`src/rtl/hazard_sequencer.sv`:
```
// rtl/hazard_sequencer.sv - pipeline stall/flush arbiter with memory watchdog and perf counters
// Per-stage hold/bubble/flush strobes are Mealy outputs; state, flag and counters are registered.
module hazard_sequencer #(
    parameter int CNT_WIDTH  = 32,
    parameter int WAIT_LIMIT = 64
) (
    input  logic                 brq_clk,
    input  logic                 brq_rst_n,
    input  logic [1:0]           check_stall,
    input  logic                 idu_flush,
    input  logic                 ldst_req,
    input  logic                 ldst_resume,
    output logic                 pc_hold,
    output logic                 ifid_hold,
    output logic                 idex_hold,
    output logic                 exmem_hold,
    output logic                 idex_bubble,
    output logic                 ifid_flush,
    output logic [1:0]           hz_state,
    output logic                 hz_timeout,
    output logic [CNT_WIDTH-1:0] stall_cycles,
    output logic [CNT_WIDTH-1:0] flush_count
);

    localparam int WW = $clog2(WAIT_LIMIT);

    typedef enum logic [1:0] {
        ST_RUN      = 2'b00,
        ST_MEM_WAIT = 2'b01,
        ST_UNUSED   = 2'b10,
        ST_ERROR    = 2'b11
    } state_t;

    state_t                r_state;
    state_t                w_next_state;
    logic [WW-1:0]         r_wait_cnt;
    logic [WW-1:0]         w_next_wait_cnt;
    logic                  r_timeout;
    logic [CNT_WIDTH-1:0]  r_stall_cycles;
    logic [CNT_WIDTH-1:0]  r_flush_count;

    logic w_hold_all;
    logic w_hold_front;
    logic w_bubble;
    logic w_flush;

    always_comb begin
        w_next_state    = r_state;
        w_next_wait_cnt = r_wait_cnt;
        w_hold_all      = 1'b0;
        w_hold_front    = 1'b0;
        w_bubble        = 1'b0;
        w_flush         = 1'b0;
        case (r_state)
            ST_RUN: begin
                if (ldst_req && !ldst_resume) begin
                    w_hold_all      = 1'b1;
                    w_next_state    = ST_MEM_WAIT;
                    w_next_wait_cnt = '0;
                end else if (check_stall != 2'b00) begin
                    // Branch operands are stale under a load-use stall, so the redirect waits.
                    w_hold_front = 1'b1;
                    w_bubble     = 1'b1;
                end else if (idu_flush) begin
                    w_flush = 1'b1;
                end
            end
            ST_MEM_WAIT: begin
                if (ldst_resume) begin
                    w_next_state = ST_RUN;
                end else begin
                    w_hold_all = 1'b1;
                    if (r_wait_cnt == WW'(WAIT_LIMIT - 1)) begin
                        w_next_state = ST_ERROR;
                    end else begin
                        w_next_wait_cnt = r_wait_cnt + WW'(1);
                    end
                end
            end
            ST_ERROR: begin
                w_hold_all = 1'b1;
            end
            default: begin
                w_next_state = ST_RUN;
            end
        endcase
    end

    assign pc_hold     = brq_rst_n & (w_hold_all | w_hold_front);
    assign ifid_hold   = brq_rst_n & (w_hold_all | w_hold_front);
    assign idex_hold   = brq_rst_n & w_hold_all;
    assign exmem_hold  = brq_rst_n & w_hold_all;
    assign idex_bubble = brq_rst_n & w_bubble;
    assign ifid_flush  = brq_rst_n & w_flush;

    always_ff @(posedge brq_clk or negedge brq_rst_n) begin
        if (!brq_rst_n) begin
            r_state        <= ST_RUN;
            r_wait_cnt     <= '0;
            r_timeout      <= 1'b0;
            r_stall_cycles <= '0;
            r_flush_count  <= '0;
        end else begin
            r_state    <= w_next_state;
            r_wait_cnt <= w_next_wait_cnt;
            if (w_next_state == ST_ERROR) begin
                r_timeout <= 1'b1;
            end
            if (pc_hold && (r_stall_cycles != '1)) begin
                r_stall_cycles <= r_stall_cycles + CNT_WIDTH'(1);
            end
            if (ifid_flush && (r_flush_count != '1)) begin
                r_flush_count <= r_flush_count + CNT_WIDTH'(1);
            end
        end
    end

    assign hz_state     = r_state;
    assign hz_timeout   = r_timeout;
    assign stall_cycles = r_stall_cycles;
    assign flush_count  = r_flush_count;

endmodule

```
`config.mk`:
```
export PLATFORM = sky130hd
export DESIGN_NAME = hazard_sequencer
export DESIGN_NICKNAME = d
export VERILOG_FILES = /design/src/rtl/hazard_sequencer.sv
export SDC_FILE = /design/constraint.sdc
export NUM_CORES = 1
export LEC_CHECK = 0
export ABC_AREA = 1
export BUFFER_PORTS_ARGS = -buffer_cell sky130_fd_sc_hd__buf_4
export CAP_MARGIN = 0
export CORE_MARGIN = 4
export CORE_UTILIZATION = 62
export CTS_CLUSTER_DIAMETER = 40
export DETAILED_ROUTE_END_ITERATION = 16
export PLACE_DENSITY = 0.95
export RECOVER_POWER = 50
export SETUP_SLACK_MARGIN = 0.05
export SYNTH_ARGS = -nofsm -noshare
export SYNTH_HDL_FRONTEND = slang
export SYNTH_SLANG_ARGS = --single-unit
export TNS_END_PERCENT = 1
```
`constraint.sdc`:
```
create_clock -name brq_clk -period 3.5 [get_ports brq_clk]
set_input_delay 0.7 -clock brq_clk [delete_from_list [all_inputs] [get_ports brq_clk]]
set_output_delay 0.7 -clock brq_clk [all_outputs]
set_load 0.02 [all_outputs]
```
==> flow_summary_export.csv <==
group,metric,value,unit
layout,finalInstanceArea,5650,um2
clocking,cts_hold_buf,0,
clocking,cts.sinks,73,
layout,nets,866,
global_routing,grt_max_degree,42,
placement,placed_cell_area,5570,um2
detailed_routing,remaining_drc_errors,0,
worst_setup_path,ff2ff_setup_slack,1.19,ns
worst_setup_path,cp-start-kind,"primary input",
worst_setup_path,crit_path_end_kind,"primary output",
floorplan,rows,32,
worst_setup_path,crit_path_end,"ifid_hold",
global_routing,grt_overflow_total,0,
floorplan,initial_core_util,63.8,%
floorplan,die_w,97.4,um
logic_synthesis,syn-cell-area,4960,um2
layout,mostFrequentLayoutCell,"nand2_1",
clocking,insertion_delay,0.38,ns
clocking,cts_made_buffers,9,
detailed_routing,met2_length,6540,um
worst_setup_path,required,2.80,ns
detailed_routing,ant_nets,0,
detailed_routing,dr_total_vias,5193,
flow_run,max_cap_violations,0,
clocking,cts_setup_buffers,0,
worst_setup_path,critical_path_class,"primary input to primary output",
detailed_routing,dr.first_iter.drc_count,309,
floorplan,dieArea,9490,um2
clocking,clock-root-buffer,"clkbuf_8",
layout,fillers,635,
layout,diodes,0,
timing,tightest_slew,0.515,ns
power_and_ir_drop,power_density,338,nW/um2
worst_setup_path,critPathMaxFanout,36,
worst_setup_path,cp.arrival,1.94,ns
detailed_routing,routed_via_density,5.39,
placement,hpwl,9870,um
floorplan,coreArea,7770,um2
run_status,outcome,"finished, final reports clean",
timing,drv_slew,0,
detailed_routing,wl_met1,5050,um
detailed_routing,wl_met3,1030,um
logic_synthesis,syn_avg_cell_area,6.38,um2
power_and_ir_drop,p_leak,2.81,nW
logic_synthesis,ys_seq_area_share,36.9,%
timing,skew,0.0197,ns
timing,tns,0,ns
timing,setup_viol,0,
timing,min_period_over_period,75.3,%
clocking,htree_num_levels,3,
clocking,cts_tree,"yes",
timing,hold_violations,0,
layout,drive_gt1_share,10.2,%
global_routing,grt_pass1_vias,4990,
clocking,clockBufferDepth,2,
detailed_routing,dr.pass1.iters,5,
worst_setup_path,startpoint,"brq_rst_n",
detailed_routing,top_layer,"met4",
worst_setup_path,r2r-start,"flush_count[0]",
clocking,cts_resized,0,
worst_setup_path,r2r-end,"flush_count[31]",
layout,final_cell_mix,"380 x nand2_1, 109 x nor2_1, 73 x dfrtp_1",
logic_synthesis,syn-instance-count,777,
floorplan,ioPinCount,80,
global_routing,grt_pass1_wl,22000,um
placement,gp_congestion,0.912,
global_routing,antenna_found_initial,0,
detailed_routing,routedWlPerCell,13.8,um
logic_synthesis,ys_ff_latch,73,
detailed_routing,drt_wl_total,13300,um
timing,fin_crit,2.64,ns
power_and_ir_drop,vdd_ir_drop_max,0.335,mV
timing,max_freq,379,MHz
worst_setup_path,r2r_cells,10,
clocking,clkTransAtPathRegs,0.10,ns
logic_synthesis,synth_nets,787,
logic_synthesis,synth_cell_type_count,26,
global_routing,grt.total_usage,28.3,%
worst_hold_path,hold_class,"primary input to async pin",
floorplan,die_h,97.4,um
placement,port_buffers,79,
layout,syn_to_final_growth,14.1,%
timing,slew_headroom,65.7,%
timing,rsz0062_at_grt,"no",
logic_synthesis,yosys_warnings,0,
[worst max-delay path, cell delays in order]
cell     delay (ns)
buf_4          0.37
nand4_1        0.20
nand2_1        0.41
buf_4          0.24
[Yosys cell counts]
master / count / area share, %
nand2_1: 379 / 29
nor2_1: 109 / 8.3
dfrtp_1: 73 / 37
inv_1: 70 / 5.3
nand3_1: 45 / 4.5
xor2_1: 19 / 3.4
nand4_1: 13 / 1.6
o21ai_0: 11 / 1.1
xnor2_1: 9 / 1.6
buf_6: 7 / 1.6
nand3b_1: 7 / 1.1
buf_4: 5 / 0.76
nand2_2: 4 / 0.50
nand2_4: 4 / 0.91
nor2_4: 4 / 0.91
a21oi_1: 3 / 0.30
ha_1: 3 / 0.76
inv_2: 2 / 0.15
nor2_2: 2 / 0.25
o21ai_1: 2 / 0.20
buf_2: 1 / 0.10
inv_4: 1 / 0.13
nand2_8: 1 / 0.40
nor2_8: 1 / 0.40
nor3_1: 1 / 0.10
or2_2: 1 / 0.13
[sequential cells by signal, indices dropped and copies added, names as in the netlist]
register / cells
r_wait_cnt: 6
flush_count: 32
hz_timeout: 1
hz_state: 2
stall_cycles: 32
[worst min path at each step]
stage	startpoint	to	slack, ns	cells after the start
global placement	hz_timeout	hz_timeout	0.46	1
CTS	brq_rst_n	r_wait_cnt[2]	0.27	1
detailed placement	hz_timeout	hz_timeout	0.46	1
finish	brq_rst_n	r_wait_cnt[2]	0.26	1
global route	brq_rst_n	r_wait_cnt[2]	0.29	1
floorplan	brq_rst_n	flush_count[0]	0.40	0
[final cells by class]
type / instances / area, um2 / share of cell area, %
inverter: 73 / 277 / 4.89
sequential: 73 / 1830 / 32.3
timing repair buffer: 81 / 503 / 8.90
clock inverter: 7 / 66.3 / 1.17
clock buffer: 9 / 124 / 2.19
multi-input combinational: 618 / 2730 / 48.3
tap: 102 / 128 / 2.26
[layer usage]
metal / up-vias / global-route usage [%]
met5: - / 0
met4: 0 / 16.7
met3: 59 / 4.67
met2: 268 / 48.9
met1: 2329 / 32.8
li1: 2537 / -
[kinds of logic (layout without fill, tap and decap cells)]
kind of cell,after synthesis,in the layout,synth area share [%]
compound gates,16,16,1.62
xor+xnor,28,28,4.95
simple gates,571,571,47.8
flops,73,73,36.9
buf+inv,86,170,8.03
fa+ha+maj,3,3,0.757
[power breakdown]
group | internal, mW | switching, mW
Combinational | 0.0950 | 0.201
Sequential | 0.885 | 0.0664
Clock | 0.279 | 0.384
Total | 1.26 | 0.651
[stage by stage]
step | setup WS, ns | power (mW) | hold WS, ns | utilization (%) | instances
5_1_grt | 0.771 | 2.00 | 0.291 | 72.8 | 963
3_5_place_dp | 0.989 | 1.28 | 0.457 | 71.7 | 947
6_report | 0.864 | 1.91 | 0.256 | 72.8 | 963
2_1_floorplan | 1.38 | 1.16 | 0.404 | - | 777
3_3_place_gp | 1.06 | 1.26 | 0.456 | 71.7 | 947
4_1_cts | 0.993 | 1.93 | 0.275 | 74.2 | 963
(Power assumes the default switching activity.)
